File: src/rtl/aq_ifu_ras_pkg.sv
// Shared IFU definitions for the return address stack.
// Holds widths, the per-cycle operation encoding and its priority decode.
package aq_ifu_ras_pkg;

  localparam int unsigned AQ_IFU_ADDR_W     = 40;
  localparam int unsigned AQ_IFU_RAS_DEPTH  = 4;
  localparam int unsigned AQ_IFU_RAS_PTR_W  = $clog2(AQ_IFU_RAS_DEPTH);
  localparam int unsigned AQ_IFU_RAS_CNT_W  = AQ_IFU_RAS_PTR_W + 1;

  typedef enum logic [2:0] {
    RAS_OP_NONE,
    RAS_OP_FLUSH,
    RAS_OP_REPLACE,
    RAS_OP_PUSH,
    RAS_OP_POP
  } ras_op_e;

  // Priority: flush > push+pop > push > pop; pop/replace need a non-empty stack.
  function automatic ras_op_e ras_op_decode(input logic flush,
                                            input logic push,
                                            input logic pop,
                                            input logic nonempty);
    ras_op_e op;
    op = RAS_OP_NONE;
    if (flush)                       op = RAS_OP_FLUSH;
    else if (push && pop && nonempty) op = RAS_OP_REPLACE;
    else if (push)                   op = RAS_OP_PUSH;
    else if (pop && nonempty)        op = RAS_OP_POP;
    return op;
  endfunction

endpackage

File: src/rtl/aq_ifu_ras_if.sv
// Pre-decoder / IFU side of the return address stack.
interface aq_ifu_ras_if
  import aq_ifu_ras_pkg::*;
#(
  parameter int unsigned ADDR_W = AQ_IFU_ADDR_W,
  parameter int unsigned CNT_W  = AQ_IFU_RAS_CNT_W
);

  logic              ras_push_vld;
  logic [ADDR_W-1:0] ras_push_addr;
  logic              ras_pop_vld;
  logic              ras_flush;
  logic [ADDR_W-1:0] ras_pred_target;
  logic              ras_pred_vld;
  logic              ras_full;
  logic [CNT_W-1:0]  ras_cnt;

  modport master (
    output ras_push_vld, ras_push_addr, ras_pop_vld, ras_flush,
    input  ras_pred_target, ras_pred_vld, ras_full, ras_cnt
  );

  modport slave (
    input  ras_push_vld, ras_push_addr, ras_pop_vld, ras_flush,
    output ras_pred_target, ras_pred_vld, ras_full, ras_cnt
  );

endinterface

File: src/rtl/aq_ifu_ras.sv
// Circular return address stack: pushes on link, pops on return, never stalls.
// On overflow the oldest entry is overwritten; flush empties without clearing data.
module aq_ifu_ras
  import aq_ifu_ras_pkg::*;
#(
  parameter int unsigned DEPTH  = AQ_IFU_RAS_DEPTH,
  parameter int unsigned ADDR_W = AQ_IFU_ADDR_W
) (
  input  logic         forever_cpuclk,
  input  logic         cpurst_b,
  aq_ifu_ras_if.slave  ras
);

  localparam int unsigned PTR_W = $clog2(DEPTH);
  localparam int unsigned CNT_W = PTR_W + 1;

  logic [ADDR_W-1:0] entry_q [DEPTH];
  logic [ADDR_W-1:0] entry_d [DEPTH];
  logic [PTR_W-1:0]  tp_q, tp_d;
  logic [CNT_W-1:0]  cnt_q, cnt_d;
  logic [PTR_W-1:0]  top_idx;
  logic              nonempty;
  logic              full;
  ras_op_e           op;

  assign top_idx  = tp_q - PTR_W'(1);
  assign nonempty = (cnt_q != '0);
  assign full     = (cnt_q == CNT_W'(DEPTH));
  assign op       = ras_op_decode(ras.ras_flush, ras.ras_push_vld,
                                  ras.ras_pop_vld, nonempty);

  // Next-state: pointer wraps naturally modulo DEPTH; count saturates at DEPTH.
  always_comb begin
    entry_d = entry_q;
    tp_d    = tp_q;
    cnt_d   = cnt_q;
    unique case (op)
      RAS_OP_FLUSH: begin
        tp_d  = '0;
        cnt_d = '0;
      end
      RAS_OP_REPLACE: begin
        entry_d[top_idx] = ras.ras_push_addr;
      end
      RAS_OP_PUSH: begin
        entry_d[tp_q] = ras.ras_push_addr;
        tp_d          = tp_q + PTR_W'(1);
        cnt_d         = full ? cnt_q : cnt_q + CNT_W'(1);
      end
      RAS_OP_POP: begin
        tp_d  = top_idx;
        cnt_d = cnt_q - CNT_W'(1);
      end
      default: begin
      end
    endcase
  end

  always_ff @(posedge forever_cpuclk) begin
    if (!cpurst_b) begin
      entry_q <= '{default: '0};
      tp_q    <= '0;
      cnt_q   <= '0;
    end else begin
      entry_q <= entry_d;
      tp_q    <= tp_d;
      cnt_q   <= cnt_d;
    end
  end

  assign ras.ras_pred_target = nonempty ? entry_q[top_idx] : '0;
  assign ras.ras_pred_vld    = nonempty;
  assign ras.ras_full        = full;
  assign ras.ras_cnt         = cnt_q;

endmodule

File: src/flat_wrapper.sv
// flat-port wrapper written by rule: the top's interface ports become plain ports
module aq_ifu_ras_flat import aq_ifu_ras_pkg::*;
#(
  parameter int unsigned DEPTH  = AQ_IFU_RAS_DEPTH,
  parameter int unsigned ADDR_W = AQ_IFU_ADDR_W
)
  (forever_cpuclk, cpurst_b, ras_ras_push_vld, ras_ras_push_addr, ras_ras_pop_vld, ras_ras_flush, ras_ras_pred_target, ras_ras_pred_vld, ras_ras_full, ras_ras_cnt);
  aq_ifu_ras_if #(.ADDR_W(ADDR_W)) ras_i ();
  input  logic forever_cpuclk;
  input  logic cpurst_b;
  input wire logic [$bits(ras_i.ras_push_vld)-1:0] ras_ras_push_vld;
  input wire logic [$bits(ras_i.ras_push_addr)-1:0] ras_ras_push_addr;
  input wire logic [$bits(ras_i.ras_pop_vld)-1:0] ras_ras_pop_vld;
  input wire logic [$bits(ras_i.ras_flush)-1:0] ras_ras_flush;
  output wire logic [$bits(ras_i.ras_pred_target)-1:0] ras_ras_pred_target;
  output wire logic [$bits(ras_i.ras_pred_vld)-1:0] ras_ras_pred_vld;
  output wire logic [$bits(ras_i.ras_full)-1:0] ras_ras_full;
  output wire logic [$bits(ras_i.ras_cnt)-1:0] ras_ras_cnt;
  assign ras_i.ras_push_vld = ras_ras_push_vld;
  assign ras_i.ras_push_addr = ras_ras_push_addr;
  assign ras_i.ras_pop_vld = ras_ras_pop_vld;
  assign ras_i.ras_flush = ras_ras_flush;
  assign ras_ras_pred_target = ras_i.ras_pred_target;
  assign ras_ras_pred_vld = ras_i.ras_pred_vld;
  assign ras_ras_full = ras_i.ras_full;
  assign ras_ras_cnt = ras_i.ras_cnt;
  aq_ifu_ras #(.DEPTH(DEPTH), .ADDR_W(ADDR_W)) u_core (.forever_cpuclk(forever_cpuclk), .cpurst_b(cpurst_b), .ras(ras_i));
endmodule
File: config.mk
export PLATFORM = sky130hd
export DESIGN_NAME = aq_ifu_ras_flat
export DESIGN_NICKNAME = d
export VERILOG_FILES = /design/src/rtl/aq_ifu_ras_pkg.sv /design/src/rtl/aq_ifu_ras_if.sv /design/src/rtl/aq_ifu_ras.sv /design/src/flat_wrapper.sv
export SDC_FILE = /design/constraint.sdc
export NUM_CORES = 1
export LEC_CHECK = 0
export CAP_MARGIN = 10
export CORE_MARGIN = 2
export CORE_UTILIZATION = 55
export DETAILED_ROUTE_END_ITERATION = 7
export PLACE_DENSITY = 0.89
export SETUP_SLACK_MARGIN = 0.3
export SLEW_MARGIN = 20
export SYNTH_ARGS = -nofsm -noshare
export SYNTH_HDL_FRONTEND = slang
export SYNTH_SLANG_ARGS = --single-unit
File: constraint.sdc
create_clock -name forever_cpuclk -period 8.5 [get_ports forever_cpuclk]
set_input_delay 1.7 -clock forever_cpuclk [delete_from_list [all_inputs] [get_ports forever_cpuclk]]
set_output_delay 1.7 -clock forever_cpuclk [all_outputs]
set_load 0.01 [all_outputs]
==> run metrics <==
Slew headroom=36.5%; First DRT Iteration DRCs=496; maximum vdd drop=about 0.00018 V; minimum clock period=4760 ps; first-pass GRT wire length=approximately 25000 um; syn nets=slightly below 800; P_sw=about 0.38 mW; Vias=5556; io pins=90; Fin Setup TNS=0 ps; CP cell instances=inv_1, ha_4, mux4_2, nor2b_1, clkdlybuf4s50_1; DRT antenna net count=0; RR Startpoint=u_core.ras.ras_cnt[2]; multi-input logic area=between 3000 and 4000 um^2; vias per cell=about 5.8; share of total power in combinational logic=around 8.2%; number of antenna diodes=0; Filler Cell Count=between 900 and 1000; WL/cell=16.0 um; Residual DRC=0; share of layout cells above drive strength 1=between 10% and 20%; Core Area=12500 um^2; Setup Buffers After CTS=0; CTS tree=yes; unrepaired setup endpoints after global routing=no; H-tree depth=4; Tot GR Track Use=a little under a quarter; Synth Warn #=0; CTS root buffer=clkbuf_16; startpoint class of the critical path=register; crit share post-route=56.0%; P&R area growth vs syn=21.4%; CP Class=reg2out; hold path start=u_core.entry_q[77]; CP Capture Type=primary output; final hold vios=0; post-synthesis sequential area ratio=between 40% and 50%; sequential standard cell area=3300 um^2; Hold Crit Depth=2; CTS resizes=0; outcome=finished clean; Clock transition at path regs=around 60 ps; Mapped Area=about 7000 um^2; number of port buffers=89; worst path required time=6800 ps; Int Pwr=1.31 mW; vias in the first global route=around 5100; clk buf depth=2; synth unique cells=35; reg-to-reg endpoint=u_core.entry_q[19]; R2R depth=5; row cnt=41; initial antenna violation count=0; Achievable Freq=around 210 MHz; largest net degree at the start of global routing=roughly 110; Crit-path slowest cell=ha_4; Slew Viols, Final=0; Syn Inst Count=738; Crit path max-delay family=adder cells; leak pwr=~2.8 nW; crit-path max FO=between 40 and 50; crit path buf inv count=2; Mapped Avg Cell Area=9.45 um^2; Worst path max stage delay=just over 800 ps; Die Span X=about 120 um; final setup fails=0; Non-Filler Instances=961; Clock Power Share=around 44%; GRT Residual Overflow=0; register-to-register setup slack=about 5600 ps; Pwr Density=199 nW/um^2; Final #Nets=just over 800; switch share=between 20% and 30%; Slew @ Worst Pin=953 ps; worst hold path class=reg2reg; worst skew pair latency=between 400 and 500 ps; Die H=117 um; hold buffers post-CTS=0; GPL Wtd Cong=about 0.76; Worst EP arrival=just over 3000 ps; clk sinks=~170; max-cap violations=0; most common cell after layout, fill and taps aside=dfxtp_1; flops & latches, synth=~170; Cells after DPL=930; Endpoint, Worst Hold=u_core.entry_q[77]; TritonCTS buffer count=17; die area=13600 um^2; TritonRoute pass-1 iters=5; clock skew=roughly 5.2 ps; routed wire length=15400 um; most frequent cells in the layout=dfxtp_1 (164), nand3_1 (161), o21ai_0 (92), clkdlybuf4s50_1 (88), o21ai_1 (70); sequential share of power=47.6%; effective utilization at floorplan=55.7%; DP Wirelength=between 9000 and 10000 um
[sequential cells by signal, indices dropped and copies added, names as in the netlist]
register / count
u_core.entry_q: 160
u_core.ras.ras_cnt: 3
u_core.tp_q: 2
[metal layers]
layer | track usage (%) | wire (um) | vias up
li1 | - | - | 2737
met1 | 29.2 | 6690 | 2654
met2 | 40.4 | 7680 | 147
met3 | 5.81 | 733 | 18
met4 | 8.24 | 255 | 0
met5 | 0 | 0 | -
[final cells by class]
cell class / count / area share (%)
sequential: 165 / 39.0
inverter: 4 / 0.177
timing repair buffer: 95 / 11.3
multi-input combinational: 495 / 40.2
clock inverter: 4 / 0.828
clock buffer: 26 / 5.90
tap: 172 / 2.54
[worst max-delay path by stage]
stage	endpoint	from	depth (start not counted)	slack, ps
2_1_floorplan	ras_ras_pred_target[0]	u_core.tp_q[0]	8	4250
5_1_grt	ras_ras_pred_target[35]	u_core.tp_q[1]	5	3530
3_5_place_dp	ras_ras_pred_target[22]	u_core.tp_q[1]	5	4100
4_1_cts	ras_ras_pred_target[22]	u_core.tp_q[1]	5	3640
6_report	ras_ras_pred_target[22]	u_core.tp_q[1]	5	3740
3_3_place_gp	ras_ras_pred_target[12]	u_core.tp_q[1]	5	4150
[power groups by stage]
stage / combinational (mW) / clock [mW] / sequential [mW]
final: 0.138 / 0.746 / 0.802
after global placement: 0.134 / 0 / 0.818
after global routing: 0.154 / 0.784 / 0.804
after detailed placement: 0.137 / 0 / 0.819
after floorplan: 0.0926 / 0 / 0.816
after CTS: 0.137 / 0.754 / 0.802
[cells in the mapped netlist, drive strengths merged]
cell     instances  area share (%)
o31ai            1            0.31
o211ai           1            0.11
a22oi            1            0.11
mux2             1            0.22
inv              4            0.22
ha               7             1.3
mux4            40              13
xor2             1            0.13
mux2i            4            0.57
clkbuf          39             2.1
nor2b           44             3.9
buf             35             2.3
nand2b           1           0.090
or3b             1            0.13
a311oi           1            0.13
nand2           42             2.3
o21ba            1            0.14
or3              1           0.090
nor4b            1            0.13
nor3             2            0.14
nand3          161              12
a2111oi          1            0.13
o211a            1            0.14
dfxtp          165              47
a211oi           1            0.11
a31oi            3            0.27
nand3b           2            0.22
and3b            4            0.50
or2              1           0.090
a21o             1            0.11
o21ai          162              12
nor2             6            0.32
xnor2            2            0.25
[worst min-delay path: stages (launching register included)]
cell and delay (ps):
dfxtp_1 300, nand3_1 50, o21ai_1 50
[per-stage QoR]
step	hold slack [ps]	power [mW]	setup WS, ps	area (um^2)	util, %
after global placement	444	0.952	4150	7870	62.9
after CTS	458	1.69	3640	8440	67.4
final	455	1.69	3740	8460	67.6
after global routing	475	1.74	3530	8460	67.6
after detailed placement	450	0.955	4100	7870	62.9
after floorplan	435	0.908	4250	6970	-
[cell families (layout without fill, tap and decap cells)]
| family | Yosys count | count (layout) | share of synthesized area (%) |
|---|---|---|---|
| AND/OR/NAND/NOR | 266 | 266 | 19.5 |
| flip-flops | 165 | 165 | 47.4 |
| buffers and inverters | 78 | 129 | 4.65 |
| AO/OA/AOI/OAI | 174 | 174 | 13.2 |
| multiplexers | 45 | 45 | 13.7 |
| XOR/XNOR | 3 | 3 | 0.377 |
| adder cells (fa/ha/maj) | 7 | 7 | 1.26 |
Note: power is estimated with default switching activity, not from simulation.
